==> config.mk <==
export PLATFORM = sky130hd
export DESIGN_NAME = unpooling_2x2_flat
export DESIGN_NICKNAME = d
export VERILOG_FILES = /design/src/rtl/unpool_pkg.sv /design/src/rtl/unpooling_2x2_if.sv /design/src/rtl/row_buffer.sv /design/src/rtl/unpooling_2x2.sv /design/src/flat_wrapper.sv
export SDC_FILE = /design/constraint.sdc
export NUM_CORES = 1
export LEC_CHECK = 0
export ABC_AREA = 1
export CAP_MARGIN = 20
export CORE_MARGIN = 2
export CORE_UTILIZATION = 45
export DETAILED_ROUTE_END_ITERATION = 16
export HOLD_SLACK_MARGIN = 0.12
export REMOVE_ABC_BUFFERS = 1
export SLEW_MARGIN = 25
export SYNTH_ARGS = -nofsm -noshare
export SYNTH_HDL_FRONTEND = slang
export SYNTH_SLANG_ARGS = --single-unit
==> constraint.sdc <==
create_clock -name clk -period 9.7 [get_ports clk]
set_input_delay 1.94 -clock clk [delete_from_list [all_inputs] [get_ports clk]]
set_output_delay 1.94 -clock clk [all_outputs]
set_load 0.01 [all_outputs]
==> src/rtl/unpool_pkg.sv <==
// Shared types and helpers for the 2x2 nearest-neighbour upsampler.
// Lane width, control states and the output-to-input lane mapping.
package unpool_pkg;

    localparam int DATA_W = 16;

    typedef enum logic {
        FILL   = 1'b0,
        REPLAY = 1'b1
    } state_t;

    // Output lanes 2k and 2k+1 both come from input lane k.
    function automatic int unsigned src_lane(input int unsigned out_lane);
        return out_lane >> 1;
    endfunction

endpackage

==> src/rtl/unpooling_2x2_if.sv <==
// Stream bundle between the upsampler and its neighbours.
// master drives the pooled input and consumes the upsampled output.
interface unpooling_2x2_if
    import unpool_pkg::*;
#(
    parameter int POX    = 4,
    parameter int DATA_W = unpool_pkg::DATA_W
);

    logic [POX/2*DATA_W-1:0] in_data;
    logic                    in_valid;
    logic                    in_last;
    logic                    in_ready;
    logic [POX*DATA_W-1:0]   out_data;
    logic                    out_valid;
    logic                    out_last;
    logic                    out_ready;
    logic                    overflow;

    modport master (
        output in_data, in_valid, in_last, out_ready,
        input  in_ready, out_data, out_valid, out_last, overflow
    );

    modport slave (
        input  in_data, in_valid, in_last, out_ready,
        output in_ready, out_data, out_valid, out_last, overflow
    );

endinterface

==> src/rtl/row_buffer.sv <==
// One-row store: synchronous write port, asynchronous read port.
// Contents are not reset; only written entries are ever read back.
module row_buffer #(
    parameter int DEPTH = 16,
    parameter int WIDTH = 32,
    parameter int AW    = $clog2(DEPTH)
) (
    input  logic             clk,
    input  logic             we,
    input  logic [AW-1:0]    waddr,
    input  logic [WIDTH-1:0] wdata,
    input  logic [AW-1:0]    raddr,
    output logic [WIDTH-1:0] rdata
);

    logic [WIDTH-1:0] mem [DEPTH];

    always_ff @(posedge clk) begin
        if (we) mem[waddr] <= wdata;
    end

    assign rdata = mem[raddr];

endmodule

==> src/rtl/unpooling_2x2.sv <==
// 2x2 nearest-neighbour upsampler: duplicates lanes horizontally and
// replays each buffered row once more for the vertical copy.
module unpooling_2x2
    import unpool_pkg::*;
#(
    parameter int POX           = 4,
    parameter int ROW_BEATS_MAX = 16,
    parameter int DATA_W        = unpool_pkg::DATA_W
) (
    input  logic            clk,
    input  logic            rst_n,
    unpooling_2x2_if.slave  bus
);

    localparam int IN_W  = POX/2*DATA_W;
    localparam int OUT_W = POX*DATA_W;
    localparam int AW    = $clog2(ROW_BEATS_MAX);

    localparam logic [AW-1:0] LAST_IDX = AW'(ROW_BEATS_MAX-1);
    localparam logic [AW-1:0] IDX_ONE  = AW'(1);
    localparam logic [AW:0]   LEN_ONE  = (AW+1)'(1);

    state_t        state;
    logic [AW-1:0] wr_idx;
    logic [AW-1:0] rd_idx;
    logic [AW:0]   row_len;

    logic          load_ok;
    logic          accept;
    logic          wr_last;
    logic          row_end;
    logic          rep_load;
    logic          rd_last;
    logic [IN_W-1:0]  rd_data;
    logic [IN_W-1:0]  src;
    logic [OUT_W-1:0] dup;

    row_buffer #(
        .DEPTH (ROW_BEATS_MAX),
        .WIDTH (IN_W),
        .AW    (AW)
    ) u_row_buffer (
        .clk   (clk),
        .we    (accept),
        .waddr (wr_idx),
        .wdata (bus.in_data),
        .raddr (rd_idx),
        .rdata (rd_data)
    );

    assign load_ok     = !bus.out_valid || bus.out_ready;
    assign bus.in_ready = (state == FILL) && load_ok;
    assign accept      = bus.in_valid && bus.in_ready;
    assign wr_last     = (wr_idx == LAST_IDX);
    assign row_end     = bus.in_last || wr_last;
    assign rd_last     = ({1'b0, rd_idx} == (row_len - LEN_ONE));

    // The first replay beat waits for the register to empty, giving
    // one turnaround bubble between the two copies of a row.
    assign rep_load = (state == REPLAY) &&
                      ((rd_idx == '0) ? !bus.out_valid : load_ok);

    assign src = (state == REPLAY) ? rd_data : bus.in_data;

    for (genvar i = 0; i < POX; i++) begin : g_dup
        assign dup[i*DATA_W +: DATA_W] =
            src[src_lane(i)*DATA_W +: DATA_W];
    end

    always_ff @(posedge clk or negedge rst_n) begin
        if (!rst_n) begin
            state         <= FILL;
            wr_idx        <= '0;
            rd_idx        <= '0;
            row_len       <= '0;
            bus.out_valid <= 1'b0;
            bus.out_last  <= 1'b0;
            bus.out_data  <= '0;
            bus.overflow  <= 1'b0;
        end else if (accept) begin
            bus.out_data  <= dup;
            bus.out_valid <= 1'b1;
            bus.out_last  <= row_end;
            if (row_end) begin
                row_len <= {1'b0, wr_idx} + LEN_ONE;
                wr_idx  <= '0;
                rd_idx  <= '0;
                state   <= REPLAY;
                if (!bus.in_last) bus.overflow <= 1'b1;
            end else begin
                wr_idx <= wr_idx + IDX_ONE;
            end
        end else if (rep_load) begin
            bus.out_data  <= dup;
            bus.out_valid <= 1'b1;
            bus.out_last  <= rd_last;
            if (rd_last) begin
                rd_idx <= '0;
                state  <= FILL;
            end else begin
                rd_idx <= rd_idx + IDX_ONE;
            end
        end else if (bus.out_ready) begin
            bus.out_valid <= 1'b0;
        end
    end

endmodule

==> src/flat_wrapper.sv <==
// flat-port wrapper written by rule: the top's interface ports become plain ports
module unpooling_2x2_flat import unpool_pkg::*;
#(
    parameter int POX           = 4,
    parameter int ROW_BEATS_MAX = 16,
    parameter int DATA_W        = unpool_pkg::DATA_W
)
  (clk, rst_n, bus_in_data, bus_in_valid, bus_in_last, bus_out_ready, bus_in_ready, bus_out_data, bus_out_valid, bus_out_last, bus_overflow);
  unpooling_2x2_if #(.POX(POX), .DATA_W(DATA_W)) bus_i ();
  input  logic clk;
  input  logic rst_n;
  input wire logic [$bits(bus_i.in_data)-1:0] bus_in_data;
  input wire logic [$bits(bus_i.in_valid)-1:0] bus_in_valid;
  input wire logic [$bits(bus_i.in_last)-1:0] bus_in_last;
  input wire logic [$bits(bus_i.out_ready)-1:0] bus_out_ready;
  output wire logic [$bits(bus_i.in_ready)-1:0] bus_in_ready;
  output wire logic [$bits(bus_i.out_data)-1:0] bus_out_data;
  output wire logic [$bits(bus_i.out_valid)-1:0] bus_out_valid;
  output wire logic [$bits(bus_i.out_last)-1:0] bus_out_last;
  output wire logic [$bits(bus_i.overflow)-1:0] bus_overflow;
  assign bus_i.in_data = bus_in_data;
  assign bus_i.in_valid = bus_in_valid;
  assign bus_i.in_last = bus_in_last;
  assign bus_i.out_ready = bus_out_ready;
  assign bus_in_ready = bus_i.in_ready;
  assign bus_out_data = bus_i.out_data;
  assign bus_out_valid = bus_i.out_valid;
  assign bus_out_last = bus_i.out_last;
  assign bus_overflow = bus_i.overflow;
  unpooling_2x2 #(.POX(POX), .ROW_BEATS_MAX(ROW_BEATS_MAX), .DATA_W(DATA_W)) u_core (.clk(clk), .rst_n(rst_n), .bus(bus_i));
endmodule
; Word-level counts from Yosys, hierarchy flattened
; Memories as Yosys holds them, arrays and structs flattened.
; Cells that the tools add are included.
[totals]
ff_bits = 81
latch_bits = 0
mem_bits_rw = 512
romBits = 0
inputBits = 37
elab_cells = 52
mem_count = 1
[mem_list]
columns = memory, words, word_bits, read_ports, rd_ports_with_merged_regs, write_ports, line
row1 = u_core.u_row_buffer.mem, 16, 32, 1, 0, 1, row_buffer.sv:16  ; logic [WIDTH-1:0] mem [DEPTH];
[classes]
add_sub_neg = 4
multipliers = 0
n_div = 0
order_cmp = 0
n_eq_ne = 3
n_shift = 0
mux = 20
n_bitwise = 2
n_reduce_logical = 14
[ops]
columns = operator, n
row1 = 64-bit 2-to-1 mux, 2
row2 = 32-bit 2-to-1 mux, 1
row3 = 4-bit 2-to-1 mux, 5
row4 = 1-bit 2-to-1 mux, 12
row5 = "4-bit by 1-bit adder with 4-bit output, second input constant", 2
row6 = 3-bit AND reduction, 2
row7 = "4-bit by 1-bit adder with 5-bit output, second input constant", 1
row8 = 4-bit by 5-bit == test with 1-bit output, 1
row9 = "5-bit by 1-bit subtractor with 5-bit output, second input constant", 1
row10 = "4-bit == test, second input constant", 1
row11 = 4-bit logical NOT, 1
row12 = 2-bit AND reduction, 2
row13 = 2-bit nonzero test, 2
row14 = 1-bit logical AND, 3
row15 = 3-bit nonzero test, 1
row16 = 1-bit logical OR, 2
row17 = "2-bit inequality test, second input constant", 1
row18 = 1-bit NOT, 2
row19 = 1-bit logical NOT, 1

; Depth between registers and ports, before layout
; Gate-level depths: netlist (run 1).
[depth]
depth_word = 6
ltp_mapped = 14
depth_no_buf = 12

; Modules after synthesis
; A second synthesis (run 1) with hierarchy kept.
[unflattened]
hier_cells = 2452
hier_area_um2 = 24940.2
[modules_own_cells]
columns = module, instances, cells_per_inst, area_each_um2, seq_area_each_um2
row1 = row_buffer, 1, 2088, 22089.9, 15374.7
row2 = unpooling_2x2, 1, 364, 2850.2, 1226.2

; Worst setup path after synthesis (run 1)
; OpenSTA, ideal clock, no wires.
[synth_timing]
path_type = input port to flip-flop
start = in bus_out_ready
end = mem u_core.u_row_buffer.mem[3][0] (enable)
setup_time_ns = 0.461
arrival_time_ns = 4.698
t_required_ns = 9.239
slack_ns = 4.541
cell_stages = 5
path_buffers = 1
path_cell_list = nor2_1 > nor2_1 > nand2_1 > buf_2 > nor3_1
[synth_between]
elab_chain_cells = 5
[synth_rtl]
columns = element, line
row1 = start: declaration, flat_wrapper.sv:15  ; input wire logic [$bits(bus_i.out_ready)-1:0] bus_out_ready;
row2 = 1-bit logical OR, unpooling_2x2.sv:51  ; assign load_ok = !bus.out_valid || bus.out_ready;
row3 = 1-bit logical AND, unpooling_2x2.sv:52  ; assign bus.in_ready = (state == FILL) && load_ok;
row4 = via bus_in_ready, flat_wrapper.sv:16  ; output wire logic [$bits(bus_i.in_ready)-1:0] bus_in_ready;
row5 = 1-bit logical AND, unpooling_2x2.sv:53  ; assign accept = bus.in_valid && bus.in_ready;
row6 = 1-bit 2-to-1 mux, row_buffer.sv:19  ; if (we) mem[waddr] <= wdata;
row7 = 1-bit 2-to-1 mux (implied by the code), row_buffer.sv:19
row8 = end: declaration, row_buffer.sv:16
; The timed path passes the listed nets, and every way through them passes these cells.

; Worst setup path in the final report (run 1)
[layout_timing]
start = in bus_out_ready
end = out bus_in_ready
[layout_between]
elab_chain_cells = 2
[layout_rtl]
columns = element, line
row1 = 1-bit logical OR, unpooling_2x2.sv:51
row2 = 1-bit logical AND, unpooling_2x2.sv:52
row3 = end: declaration, flat_wrapper.sv:16
; Every way passes these cells.

==> metrics.txt, run 1 <==
outcome=complete, no violations; synthesized area=0.0244 mm²; reg2reg setup slack=6080 ps; reg-to-reg endpoint=u_core.bus.out_data[55]; leakage=11.4 nW; leading area contributor after synthesis=edfxtp_1; fin cells=3142; Reg area=0.0166 mm²; Clock transition at path regs=60 ps; maximum clock rate=198 MHz; Die Width=237 µm; R2R depth=10; clk_lat worst skew=620 ps; die area=0.0560 mm²; most common cell in the netlist=nand2_1; post-DP HPWL=30.0 mm; Tot GR Track Use=20.9%; RR Startpoint=u_core.rd_idx[0]; CTS Buffer Depth=3; crit path from=bus_out_ready; DRT Wirelength=57.7 mm; multiplexer area fraction after synthesis=0%; Post-synth EDFFs=512; vias per inst=5.11; Multi-input gate area=0.00582 mm²; HP Start=u_core.row_len[1]; pin count of the biggest net entering global routing=100; CP Class=in2out; share of layout cells above drive strength 1=6.13%; warnings from Yosys=0; adder-cell share of the synthesized area=0.360%; CP Max Fanout=2; pwr dens=279 mW/mm²; Post-CTS Setup Inserts=0; CTS tree=built; gp weighted congestion=0.747; Max VDD drop=0.000189 V; Clock Root Buffer=clkbuf_16; count of cell types in the netlist=25; DR iter-0 viols=1257; input/output buffers=104; H-tree levels=2; crit path launch type=input port; flops & latches, synth=561; Post-synth top cells=795 x nand2_1, 512 x edfxtp_1, 361 x nand3_1, 281 x inv_1, 136 x nor2_1; Synth Area in Compound Gates=0.950%; critical path arrival=3120 ps; top-area cell type share of the netlist area=63.1%; min Tclk post-route=5060 ps; post-route setup TNS=0 ps; dpl cells=3033; synthesized instance count=2356; Worst Setup EP=bus_in_ready; TritonRoute pass-1 iters=8; Starting Density=45.4%; placeable core region=0.0537 mm²; Async S/R FF share, synth=8.73%; post-place setup slack=4640 ps; max-slew violations=0; post-layout util=51.5%; final hold violations=0; Final period util=52.2%; CP Capture Type=output port; antenna violations before repair=0; Overflow after GRT=0; ys flop type=edfxtp_1; Final WS setup=4640 ps; PnR Total Power=7.71 mW; post-CTS sizing=0; cts hold-fix bufs=0; post-synthesis xor/xnor area fraction=0.144%; clock sink count=561; number of CTS-inserted buffers=58; RSZ-0062 raised after global routing=false; vias in the first global route=15800; final net count=2441; worst path required time=7760 ps; Worst slew margin=29.1%; main combinational cell family by area after synthesis=simple AND/OR/NAND/NOR gates; global-route wire length before repair=90.2 mm; area grow syn2layout=13.5%; # setup viols final=0; register area share after synthesis=68.2%; Antenna Nets Post-Route=0; synthesized area per cell=10.3 µm²; max cap viols=0; clock skew=15.8 ps; DRC=0; total number of vias=16000; row cnt=85; largest cells by area after synthesis=edfxtp_1 63%, nand2_1 12%, nand3_1 7.4%, dfrtp_1 5.0%, inv_1 4.3%; Antenna diodes=0; Die Span Y=237 µm; Hold/Removal Path Class=reg2reg; fillers=4611; wire length per cell=18.4 µm; Post-Synth Simple-Gate Area=22.0%; IO Count=105; worst slew pin tran=1060 ps
-- cells in the final DEF, fill, tap and decap left out, types with 3 or more instances in the layout --
| master | count |
|---|---|
| xor2_1 | 3 |
| buf_16 | 3 |
| buf_4 | 27 |
| clkdlybuf4s50_1 | 103 |
| nand4_1 | 6 |
| bufinv_16 | 7 |
| dfrtp_1 | 44 |
| inv_6 | 5 |
| ha_1 | 7 |
| clkinv_1 | 13 |
| o22ai_1 | 3 |
| o211ai_1 | 6 |
| o21ai_0 | 15 |
| nand3_1 | 361 |
| nor3_2 | 3 |
| nand2_1 | 795 |
| clkbuf_1 | 6 |
| inv_1 | 280 |
| nor2_4 | 13 |
| nor2_1 | 123 |
| clkbuf_16 | 58 |
| edfxtp_1 | 512 |
| o21ai_1 | 16 |
| dfrtp_2 | 3 |
| clkinv_2 | 16 |
-- layer usage --
layer | global-route usage (%) | vias to the layer above | part of all wire (%)
li1 | - | 7736 | -
met1 | 27.1 | 7761 | 43
met2 | 36.5 | 440 | 49
met3 | 2.88 | 111 | 5.3
met4 | 6.37 | 0 | 2.4
met5 | 0 | - | 0
-- area by class of cell --
type	instances	share of cell area (%)
Sequential cell	561	60.1
Multi-Input combinational cell	1354	21.0
Clock buffer	66	5.43
Timing Repair Buffer	136	4.89
Inverter	286	3.93
Tap cell	696	3.15
Clock inverter	43	1.48
-- worst min path at each step --
stage | end | slack [ps] | cells after the start
after floorplan | u_core.row_len[1] | 450 | 2
after global placement | u_core.row_len[1] | 480 | 2
after detailed placement | u_core.row_len[1] | 480 | 2
after CTS | u_core.row_len[1] | 490 | 2
after global routing | u_core.bus.out_data[21] | 540 | 2
final | u_core.row_len[1] | 490 | 2
-- where the power goes --
part           leakage, nW  internal (mW)  switching, mW  total [mW]
Sequential            5.21           2.83          0.125        2.96
Combinational         5.22          0.853           1.66        2.51
Clock                0.946           1.30          0.940        2.24
-- through the flow --
stage                     hold WS (ps)  instance area [µm²]
final                              490                27700
after global placement             477                25600
after detailed placement           478                25700
after floorplan                    453                23400
after global routing               538                27700
after CTS                          493                27700
-- critical path, stage by stage --
cell and delay, ps:
clkdlybuf4s50_1 450, nor2_1 50, nor2_1 120, clkdlybuf4s50_1 550
-- sequential cells by signal, summed over array words and instances (netlist names) --
signal	cells
u_core.bus.out_last	1
u_core.state	1
u_core.rd_idx	4
u_core.row_len	5
u_core.wr_idx	4
u_core.bus.out_valid	1
u_core.u_row_buffer.mem	512
u_core.bus.overflow	1
u_core.bus.out_data	32
-- cells by family after synthesis --
group                    Yosys count
AO/OA/AOI/OAI                     42
XOR/XNOR                           4
adder cells (fa/ha/maj)            7
buffers and inverters            441
flip-flops                       561
AND/OR/NAND/NOR                 1301
(Power assumes the default switching activity.)
==> run 2: changes to the inputs <==
==> constraint.sdc (replaced) <==
create_clock -name clk -period 5.1 [get_ports clk]
set_input_delay 1.02 -clock clk [delete_from_list [all_inputs] [get_ports clk]]
set_output_delay 1.02 -clock clk [all_outputs]
set_load 0.01 [all_outputs]
==> run 2 against run 1 <==
Worst hold slack lost 61 ps. Non-clock buffer count grew 3. Largest power group unchanged. Via count is essentially flat. Sequential cell count is the same. Critical path type unchanged.
==> metrics.txt, run 2 (synthesized netlist as in run 1, its figures left out) <==
Overflow after GRT=0; CTS tree=built; Die Span Y=237 µm; antenna violations before repair=0; clk_lat worst skew=620 ps; Final WS setup=1860 ps; final hold violations=0; die area=0.0560 mm²; Clock transition at path regs=60 ps; DR iter-0 viols=1433; Top delay family on crit path=buffers and inverters; Die Width=237 µm; RSZ-0062 raised after global routing=false; Post-CTS Setup Inserts=0; final net count=2445; gp weighted congestion=0.759; pwr dens=527 mW/mm²; input/output buffers=104; Starting Density=45.4%; TritonRoute pass-1 iters=5; clock sink count=561; DRC=0; most frequent cells in the layout=795 x nand2_1, 512 x edfxtp_1, 361 x nand3_1, 280 x inv_1, 123 x nor2_1; post-CTS sizing=0; IO Count=105; cts hold-fix bufs=0; DRT Wirelength=58.9 mm; Worst path slowest cell=clkdlybuf4s50_1; Antenna Nets Post-Route=0; number of CTS-inserted buffers=59; leakage=11.4 nW; Worst slew margin=32.9%; min Tclk post-route=3240 ps; post-DP HPWL=31.8 mm; CP Max Fanout=2; pin count of the biggest net entering global routing=163; global-route wire length before repair=92.8 mm; Clock Root Buffer=clkbuf_16; Biggest register=u_core.u_row_buffer.mem; CTS Buffer Depth=3; vias in the first global route=16000; # setup viols final=0; outcome=complete, no violations; CP Capture Type=output port; CP Class=in2out; worst path required time=4080 ps; max-slew violations=0; biggest registers after layout=u_core.u_row_buffer.mem: 512 flops, u_core.bus.out_data: 32 flops, u_core.row_len: 5 flops; placeable core region=0.0537 mm²; worst slew pin tran=1010 ps; share of layout cells above drive strength 1=6.08%; CP bufs+invs=2; CP cell instances=clkdlybuf4s50_1, nor2_1, nor2_1, clkdlybuf4s50_1; WHS=429 ps; post-place setup slack=1220 ps; vias per inst=5.10; row cnt=85; most common cell after layout, fill and taps aside=nand2_1; post-route setup TNS=0 ps; total number of vias=16100; Antenna diodes=0; critical path arrival=2220 ps; clock skew=12.5 ps; Max VDD drop=0.000346 V; crit-path max cell delay=560 ps; wire length per cell=18.7 µm; Tot GR Track Use=21.5%; maximum clock rate=308 MHz; Hold/Removal Path Class=in2async; post-layout util=51.6%; max cap viols=0; max FFs per register=512; H-tree levels=2; crit path launch type=input port; Final period util=63.6%; area grow syn2layout=13.8%
-- run 2: cell types whose count changed in the layout (fill, tap and decap cells not counted), moves of 2 or more --
cell / before / now
buf_16: 3 / 1
clkbuf_8: 2 / 12
buf_4: 27 / 23
clkinv_1: 13 / 9
buf_12: 1 / 9
clkinv_2: 16 / 10
clkbuf_1: 6 / 16
bufinv_16: 7 / 2
clkinv_4: 2 / 0
-- run 2: stage by stage --
stage / power [mW] / cell area (µm²) / cells
6_report: 14.6 / 27700 / 3147
5_1_grt: 15.5 / 27700 / 3147
4_1_cts: 14.7 / 27700 / 3145
3_5_place_dp: 10.6 / 25800 / 3034
3_3_place_gp: 10.5 / 25800 / 3033
2_1_floorplan: 8.78 / 23400 / 2201
-- run 2: layout make-up --
cell class	instances	area, µm²
fillers	4714	26000
flip-flops and latches	561	16600
multi-input cells	1354	5820
clock buffers	87	1700
repair buffers	139	1440
inverters	286	1080
well taps	696	871
clock inverters	24	176
-- run 2: worst paths after layout --
path	startpoint	endpoint	slack, ps	cells after the start
worst max register to register	u_core.rd_idx[1]	u_core.bus.out_data[48]	2010	10
worst min-delay path	rst_n	u_core.bus.out_data[56]	430	1
min in group clk	u_core.bus.out_last	u_core.bus.out_last	490	2
worst max-delay path	bus_out_ready	bus_in_ready	1860	4
worst min register to register	u_core.bus.out_last	u_core.bus.out_last	490	2
max in group asynchronous	rst_n	u_core.rd_idx[0]	3780	2
-- run 2: layer usage --
layer / up-vias / share of wire, % / GRT usage [%]
li1: 7754 / - / -
met1: 7775 / 44 / 28.9
met2: 438 / 48 / 36.3
met3: 87 / 5.0 / 3.10
met4: 0 / 2.5 / 6.29
met5: - / 0 / 0
-- run 2: where the power goes --
group / switching [mW] / internal [mW]
logic: 3.12 / 1.63
registers: 0.321 / 5.39
clock network: 1.75 / 2.40
==> run 3: changes to the inputs <==
==> constraint.sdc (replaced) <==
create_clock -name clk -period 3 [get_ports clk]
set_input_delay 0.6 -clock clk [delete_from_list [all_inputs] [get_ports clk]]
set_output_delay 0.6 -clock clk [all_outputs]
set_load 0.01 [all_outputs]
==> run 3 against run 2 <==
Utilization is 0.86 points higher. Sequential share of layout area shrank 0.99 points. Via count increased by 0.73%. Clock skew grew 2.6 ps. Clock power rose by 83%. Die area did not move. Non-clock buffer count increased by 21. Worst hold slack worse by 100 ps. Largest cell class unchanged.
==> metrics.txt, run 3 (synthesized netlist as in run 1, its figures left out) <==
outcome=complete, no violations; max cap viols=0; CP bufs+invs=2; antenna violations before repair=0; die area=0.0560 mm²; CTS tree=built; crit path launch type=flop; input/output buffers=104; biggest registers after layout=u_core.u_row_buffer.mem: 512 flops, u_core.bus.out_data: 32 flops, u_core.row_len: 5 flops; Hold/Removal Path Class=in2async; TritonRoute pass-1 iters=8; Max VDD drop=0.000696 V; most frequent cells in the layout=795 x nand2_1, 512 x edfxtp_1, 361 x nand3_1, 280 x inv_1, 123 x nor2_1; uppermost layer routed=met4; global-route wire length before repair=93.0 mm; Reg area=0.0166 mm²; Overflow after GRT=0; most common cell after layout, fill and taps aside=nand2_1; Clock transition at path regs=60 ps; total number of vias=16200; Top delay family on crit path=buffers and inverters; CP cell instances=inv_1, nor2_1, nor2_1, clkdlybuf4s50_1; CP Max Fanout=3; DR iter-0 viols=1465; vias per inst=5.11; CP Class=reg2out; max FFs per register=512; pwr dens=912 mW/mm²; WHS=324 ps; Logic pwr share=33.3%; maximum clock rate=416 MHz; max-slew violations=0; Tot GR Track Use=21.6%; critical path arrival=1800 ps; vias in the first global route=15800; IO Count=105; metal2 WL=29.3 mm; Internal Power=16.7 mW; wire length per cell=19.0 µm; met3 wire len=3.23 mm; gp weighted congestion=0.785; worst path required time=2400 ps; reg2reg setup slack=760 ps; Antenna Nets Post-Route=0; final hold violations=0; clock sink count=561; CP Capture Type=output port; Seq pwr share=37.0%; number of CTS-inserted buffers=58; crit-path max cell delay=550 ps; share of layout cells above drive strength 1=6.92%; fillers=4596; pin count of the biggest net entering global routing=164; Crit path top cell by count=nor2_1; switching share of power=34.9%; CTS Buffer Depth=3; worst slew pin tran=1010 ps; DRT Wirelength=60.0 mm; Antenna diodes=0; Die Width=237 µm; R2R depth=10; Die Span Y=237 µm; Clock Root Buffer=clkbuf_16; Worst slew margin=32.9%; placeable core region=0.0537 mm²; row cnt=85; min Tclk post-route=2400 ps; Starting Density=45.4%; clk_lat worst skew=620 ps; Worst path slowest cell=clkdlybuf4s50_1; net switching power=8.97 mW; clock share of power=29.6%; DRC=0; Multi-input gate area=0.00582 mm²; Biggest register=u_core.u_row_buffer.mem; H-tree levels=2; clock skew=15.2 ps; instance count on the critical path=4; PnR Total Power=25.7 mW; Final period util=80.1%; post-DP HPWL=33.6 mm; RSZ-0062 raised after global routing=false; final net count=2465; leakage=11.6 nW; area grow syn2layout=15.7%; # setup viols final=0; routed metal-1 wirelength=25.7 mm
==> run 3: cell types whose count changed in the layout (fill, tap and decap cells not counted), moves of 2 or more <==
cell,delta
clkbuf_1,+2
clkbuf_8,+3
clkinv_1,-6
clkinv_2,-6
bufinv_16,+6
buf_4,+9
buf_12,+14
==> run 3: repair_timing <==
| item | 4_1_cts | 5_1_grt |
|---|---|---|
| endpoints found under the hold margin | 46 | 0 |
| resized for setup | 0 | 0 |
| hold buffers | 1 | 0 |
| buffers inserted | 0 | 0 |
==> run 3: layout make-up <==
class	count	area share (%)
well taps	696	3.09
clock inverters	18	1.11
clock buffers	91	6.12
repair buffers	160	6.20
inverters	286	3.84
multi-input cells	1354	20.7
flip-flops and latches	561	59.0
==> run 3: worst paths after layout <==
check / from / endpoint
hold / removal: rst_n / u_core.bus.out_data[27]
hold reg to reg: u_core.bus.overflow / u_core.bus.overflow
max in group asynchronous: rst_n / u_core.rd_idx[1]
setup / recovery: u_core.bus.out_valid / bus_in_ready
setup reg to reg: u_core.rd_idx[0] / u_core.bus.out_data[50]
min in group clk: u_core.bus.overflow / u_core.bus.overflow
==> run 3: power by group through the flow <==
stage | sequential (mW) | clock [mW] | combinational, mW
6_report | 9.51 | 7.61 | 8.56
5_1_grt | 9.58 | 8.03 | 9.53
4_1_cts | 9.52 | 7.73 | 8.64
3_5_place_dp | 9.67 | 0 | 8.61
3_3_place_gp | 9.66 | 0 | 8.52
2_1_floorplan | 10.3 | 0 | 4.10
==> run 3: per-layer routing <==
metal | up-vias | track usage (%)
li1 | 7785 | -
met3 | 105 | 3.33
met2 | 489 | 36.5
met5 | - | 0
met1 | 7792 | 28.6
met4 | 0 | 7.35
==> run 3: stage by stage <==
step	area [µm²]	util (%)	setup WS, ps	TNS [ps]	std cells
after detailed placement	26100	48.6	354	0	3056
final	28200	52.5	596	0	3166
after CTS	28200	52.5	555	0	3166
after floorplan	23400	-	-5330	-597080	2201
after global routing	28200	52.5	476	0	3166
after global placement	26100	48.6	373	0	3056
==> run 3: worst reg2reg max path: cells and delay by family, from the launching register on <==
kind,cells,cell delay (ps)
buffers and inverters,3,780
flip-flops,1,560
AND/OR/NAND/NOR,6,560
adder cells (fa/ha/maj),1,240
